File: config.mk
export PLATFORM = sky130hd
export DESIGN_NAME = msg_tx_framer
export DESIGN_NICKNAME = d
export VERILOG_FILES = /design/src/rtl/msg_tx_framer.sv
export SDC_FILE = /design/constraint.sdc
export NUM_CORES = 1
export LEC_CHECK = 0
export ABC_AREA = 0
export CAP_MARGIN = 20
export CORE_MARGIN = 2
export CORE_UTILIZATION = 34
export CTS_CLUSTER_SIZE = 16
export DETAILED_ROUTE_END_ITERATION = 8
export GPL_ROUTABILITY_DRIVEN = 0
export PLACE_DENSITY_LB_ADDON = 0.15
export SLEW_MARGIN = 5
export SYNTH_ARGS = -nofsm -noshare
export SYNTH_HDL_FRONTEND = slang
export SYNTH_SLANG_ARGS = --single-unit
File: constraint.sdc
create_clock -name clk -period 4 [get_ports clk]
set_clock_uncertainty 0.2 [all_clocks]
set_input_delay 0.8 -clock clk [delete_from_list [all_inputs] [get_ports clk]]
set_output_delay 0.8 -clock clk [all_outputs]
set_load 0.1 [all_outputs]
File: src/rtl/msg_tx_framer.sv
// AXI-Stream transmit framer: turns a byte-length command into payload beats with exact tkeep/tlast.
// Optional length header beat ahead of the payload when MSG_TX_LEN_HDR_EN is defined.
//
//   state | meaning
//   IDLE  | ready for a command; all stream outputs low
//   HDR   | emitting the length header beat (MSG_TX_LEN_HDR_EN only)
//   DATA  | passing payload beats through, counting rem down per beat
module msg_tx_framer #(
    parameter int          TKEEP_WIDTH = 8,
    parameter logic [15:0] MAX_LEN     = 16'd9000
) (
    input  logic                     clk,
    input  logic                     rst,
    input  logic                     cmd_valid,
    output logic                     cmd_ready,
    input  logic [15:0]              cmd_length,
    input  logic                     s_tvalid,
    output logic                     s_tready,
    input  logic [8*TKEEP_WIDTH-1:0] s_tdata,
    output logic                     m_tvalid,
    input  logic                     m_tready,
    output logic [8*TKEEP_WIDTH-1:0] m_tdata,
    output logic [TKEEP_WIDTH-1:0]   m_tkeep,
    output logic                     m_tlast,
    output logic                     busy,
    output logic                     len_err
);

    localparam logic [15:0] W16 = 16'(TKEEP_WIDTH);

    typedef enum logic [1:0] {
        IDLE = 2'd0,
`ifdef MSG_TX_LEN_HDR_EN
        HDR  = 2'd1,
`endif
        DATA = 2'd2
    } state_t;

    state_t                 state, state_nxt;
    logic [15:0]            rem, rem_nxt;
    logic                   len_err_nxt;
    logic                   len_bad;
    logic [TKEEP_WIDTH-1:0] beat_keep;

    assign len_bad = (cmd_length == 16'd0) || (cmd_length > MAX_LEN);
    assign busy    = (state != IDLE);

    // Byte i is valid while more than i bytes remain; saturates to all ones for full beats.
    always_comb begin
        beat_keep = '0;
        for (int i = 0; i < TKEEP_WIDTH; i++) begin
            beat_keep[i] = (rem > 16'(i));
        end
    end

    always_ff @(posedge clk or negedge rst) begin
        if (!rst) begin
            state   <= IDLE;
            rem     <= 16'd0;
            len_err <= 1'b0;
        end else begin
            state   <= state_nxt;
            rem     <= rem_nxt;
            len_err <= len_err_nxt;
        end
    end

    always_comb begin
        state_nxt   = state;
        rem_nxt     = rem;
        len_err_nxt = 1'b0;
        cmd_ready   = 1'b0;
        s_tready    = 1'b0;
        m_tvalid    = 1'b0;
        m_tdata     = '0;
        m_tkeep     = '0;
        m_tlast     = 1'b0;

        case (state)
            IDLE: begin
                cmd_ready = 1'b1;
                if (cmd_valid) begin
                    if (len_bad) begin
                        len_err_nxt = 1'b1;
                    end else begin
                        rem_nxt = cmd_length;
`ifdef MSG_TX_LEN_HDR_EN
                        state_nxt = HDR;
`else
                        state_nxt = DATA;
`endif
                    end
                end
            end
`ifdef MSG_TX_LEN_HDR_EN
            // rem still holds the full command length here, so it doubles as the header payload.
            HDR: begin
                m_tvalid = 1'b1;
                m_tdata  = {{(8*TKEEP_WIDTH-16){1'b0}}, rem};
                m_tkeep  = {{(TKEEP_WIDTH-2){1'b0}}, 2'b11};
                if (m_tready) begin
                    state_nxt = DATA;
                end
            end
`endif
            DATA: begin
                m_tvalid = s_tvalid;
                s_tready = m_tready;
                m_tdata  = s_tdata;
                m_tkeep  = beat_keep;
                m_tlast  = (rem <= W16);
                if (s_tvalid && m_tready) begin
                    if (rem <= W16) begin
                        state_nxt = IDLE;
                        rem_nxt   = 16'd0;
                    end else begin
                        rem_nxt = rem - W16;
                    end
                end
            end
            default: begin
                state_nxt = IDLE;
                rem_nxt   = 16'd0;
            end
        endcase
    end

endmodule

Word-level counts from Yosys, hierarchy flattened
Index checks and enable logic that the tools add are counted.
{ "totals": {"inputBits": 85, "word_cells": 45, "out_inout_bits": 78, "reg_bits": 19} }
{ "classes": {"order_cmp": 10, "mux": 19, "addsub": 1, "n_reduce_logical": 7, "eq_ne": 5} }
{ "ops": {"columns": ["op", "n"], "rows": [
  ["$gt 16x3->1 const B", 4],
  ["$mux 16", 4],
  ["$mux 64", 1],
  ["$gt 16x1->1 const B", 2],
  ["$gt 16x2->1 const B", 2],
  ["$pmux 16 s2", 1],
  ["$gt 16x14->1 const B", 1],
  ["$le 16x4->1 const B", 1],
  ["$logic_not 16->1", 1],
  ["$sub 16x4->16 const B", 1],
  ["$mux 2", 4],
  ["$mux 8", 1],
  ["$ne 2x2->1 const B", 4],
  ["$mux 1", 7],
  ["$pmux 2 s2", 1],
  ["$reduce_and 4->1", 1],
  ["$reduce_and 3->1", 1],
  ["$eq 2x2->1 const B", 1],
  ["$logic_not 2->1", 1],
  ["$reduce_bool 2->1", 1],
  ["$logic_and 1x1->1", 1],
  ["$logic_or 1x1->1", 1]
]} }

Depth between registers and ports, before layout
{ "depth": {"word_depth": 5, "ltp_mapped": 7, "depth_no_buf": 7} }

Worst setup path before layout
Ideal clock, no wire load.
{ "synth_path": {"path_type": "register -> output", "from": "register state[1]", "to": "output m_tkeep[6]", "required_ns": 3.000, "arrival_ns": 6.066, "slack_ns": -3.066, "n_path_buf": 2, "stages_incl_launch_ff": 6, "cell_sequence": "dfrtp_1 clkbuf_1 inv_2 buf_1 a21oi_1 a21boi_0"} }
{ "synth_between": {"elab_chain_cells": 2} }
{ "synth_lines": {"columns": ["element", "line", "rtl"], "rows": [
  ["start, declared", "39", "state_t state, state_nxt;"],
  ["start signal, assigned", "62", "state <= state_nxt;"],
  ["$eq 2x2->1", "79", "case (state)"],
  ["$mux 8", "79", null],
  ["end, declared", "23", "output logic [TKEEP_WIDTH-1:0] m_tkeep,"]
]} }
No other way between the ends.

Worst setup path in the final report
{ "layout_path": {"from": "register rem[5]", "to": "output m_tkeep[1]"} }
{ "layout_between": {"elab_chain_cells": 2} }
{ "layout_lines": {"columns": ["element", "line", "rtl"], "rows": [
  ["start, declared", "40", "logic [15:0] rem, rem_nxt;"],
  ["start signal, assigned", "63", "rem <= rem_nxt;"],
  ["$gt 16x1->1", "52", "beat_keep[i] = (rem > 16'(i));"],
  ["$mux 8", "79", null]
]} }
No other way between the ends.

==> results.toml <==
[global_routing]
grt.overflow.total = 0
grt_pass1_vias = 2199
antenna_found_initial = 0
grt_start_max_net_pins = 47
grt_usage_pct = 24.2
grt_pass1_wl_um = 11700

[power_and_ir_drop]
seq_power_share_pct = 13.8
leakage_nw = 1.43
clkPwrFrac_pct = 5.6
p_sw_mw = 1.91
p_int_mw = 0.876
combPwrFrac_pct = 80.6
swShare_pct = 68.6
ir_drop_uv = 512
p_per_area_nw_per_um2 = 821

[route]
wl_per_cell_um = 15.8
drtIter0Drc = 84
drt-pass1-iter-count = 4
via_count = 2374
routed_via_density = 5.12
drc = 0
ant_nets = 0
wl_um = 7350

[worst_setup_path]
r2r-start = "state[1]"
r2r_end = "rem[11]"
crit_start = "rem[5]"
worstPathRequired_ns = 3.00
cp.depth = 7
worstPathMaxFanout = 5
crit_family = "simple AND/OR/NAND/NOR gates"
cp-end-kind = "output pin"
crit_buf_inv = 2
critPathLaunchType = "register"
cp_data_arrival_time_ns = 2.55
slowest_delay_ns = 0.66
crit_path_frequent_cell = "buf_4"
slowest_stage = "nor4_1"
path_class = "register to output pin"
reg2reg_depth = 6
r2r_slack_ns = 1.17
timing.critical_path.cells = "nor4_1, nand2_1, nor3_1, buf_4, a21o_1, o21ai_2, buf_4"

[synth]
synthCells = 237
ys_ff_latch = 18
yosysSeqAreaShare_pct = 24.7
synth_flop_cell = "dfrtp_1"
synth.area.top_cells = "dfrtp_1 (25%), and2_1 (23%), o21ai_0 (3.6%)"
synth_edf_count = 0
ys_types = 51
syn_area_sq_um = 1820
async_reset_ff_share_pct = 100
synth_top_cell_area_share_pct = 24.7
yosysTopAreaCell = "dfrtp_1"
avgSynthCellArea_sq_um = 7.68
ys.warnings.count = 0
syn_nets = 324

[clock_tree]
clk_path_buf_depth = 2
cts_hold_buf = 0
root_buffer = "clkbuf_8"
cts_sinks = 18
clock_latency_ns = 0.26
cts_resized = 0
clk_pin_slew_ns = 0.07
htreeDepth = 1
cts_setup_buffers = 0
numCtsBuffers = 3
cts_tree = "built"

[layout]
mostFrequentLayoutCells = "clkdlybuf4s50_1 (85), buf_4 (79), and2_1 (67)"
syn_to_final_growth_pct = 86.5
nFillCells = 449
diodes = 0
final_core_util_pct = 66.0
nNetsFinal = 482
drive_above_1_share_pct = 27.7
final_common_cell = "clkdlybuf4s50_1"

[timing]
period_share_pct = 88.6
tightest_slew_ns = 0.992
hold_viol = 0
period_minus_slack_ns = 3.55
tns_ns = 0
rsz0062_at_grt = "false"
relSlewSlack_pct = 33.6
drv_slew = 0
setup_viol = 0
fmax_mhz = 282

[min_path]
holdPathStages = 1
min_to = "rem[4]"
hold_path_class = "register to register"
min-delay-start = "rem[4]"

[floorplanning]
die_w_um = 77.2
dieArea_sq_um = 5960
start_util_pct = 35.4
design.core.area_sq_um = 5140
die_h_um = 77.2
rows = 26
ios = 163

[status]
status = "finished clean"

[job]
maxCapViolCount = 0

[placement]
portBuffers = 162
dpl.hpwl_um = 5970
-- worst max path at each step --
stage | end
finish | m_tkeep[1]
global route | m_tkeep[0]
CTS | m_tkeep[1]
detailed placement | rem[10]
global placement | m_tkeep[1]
floorplan | m_tkeep[6]
-- per-layer routing --
metal / up-vias / track usage (%) / part of all wire (%)
li1: 1153 / - / -
met1: 1097 / 31.3 / 42
met2: 113 / 42.3 / 49
met3: 11 / 4.94 / 8.1
met4: 0 / 3.75 / 1.5
met5: - / 0 / 0
-- synth_stat cells (all sizes together) (2+ instances only) --
cell type and instances:
inv 9, nor2 16, nand3 4, nand2 16
nor3 14, o2bb2ai 3, a21o 3, a22oi 3
or3 3, o31ai 3, o22ai 4, a31oi 4
or4 3, and3 2, nor4 4, a21oi 8
buf 3, ha 2, o21ai 15, mux2 3
nand2b 2, dfrtp 18, a221o 3, or2 2
and2 67, clkbuf 8
-- power by group through the flow --
stage                     registers (mW)  clock network, mW  logic (mW)
after floorplan                    0.365                  0        1.79
after global placement             0.384                  0        2.24
after detailed placement           0.385                  0        2.25
after CTS                          0.383              0.153        2.25
after global routing               0.404              0.163        2.33
final                              0.385              0.155        2.25
-- sequential cells by signal (all words and copies together) (netlist names) --
signal	flops
len_err	1
rem	16
state	1
-- through the flow --
| step | hold slack [ns] | total power, mW | cells | worst slack, ns | instance area [sq um] |
|---|---|---|---|---|---|
| after CTS | 0.355 | 2.79 | 464 | 0.461 | 3390 |
| after detailed placement | 0.338 | 2.63 | 460 | 0.708 | 3340 |
| after floorplan | 0.304 | 2.15 | 237 | 0.140 | 1860 |
| after global placement | 0.331 | 2.63 | 460 | 0.694 | 3340 |
| final | 0.357 | 2.79 | 464 | 0.454 | 3390 |
| after global routing | 0.361 | 2.90 | 464 | 0.198 | 3390 |
-- cell type report --
type	count	area (sq um)	share of cell area, %
inverters	9	33.8	0.995
well taps	70	87.6	2.58
repair buffers	164	1440	42.5
flip-flops and latches	18	452	13.3
clock buffers	4	55.1	1.62
multi-input cells	199	1320	39.0
-- logic make-up after synthesis --
family,after synthesis,synth area share (%)
buffers and inverters,20,4.60
multiplexers,4,3.02
flip-flops,18,24.7
adder cells (fa/ha/maj),2,1.37
AND/OR/NAND/NOR,136,43.6
AO/OA/AOI/OAI,57,22.6
Power figures use the tool's default switching activity.
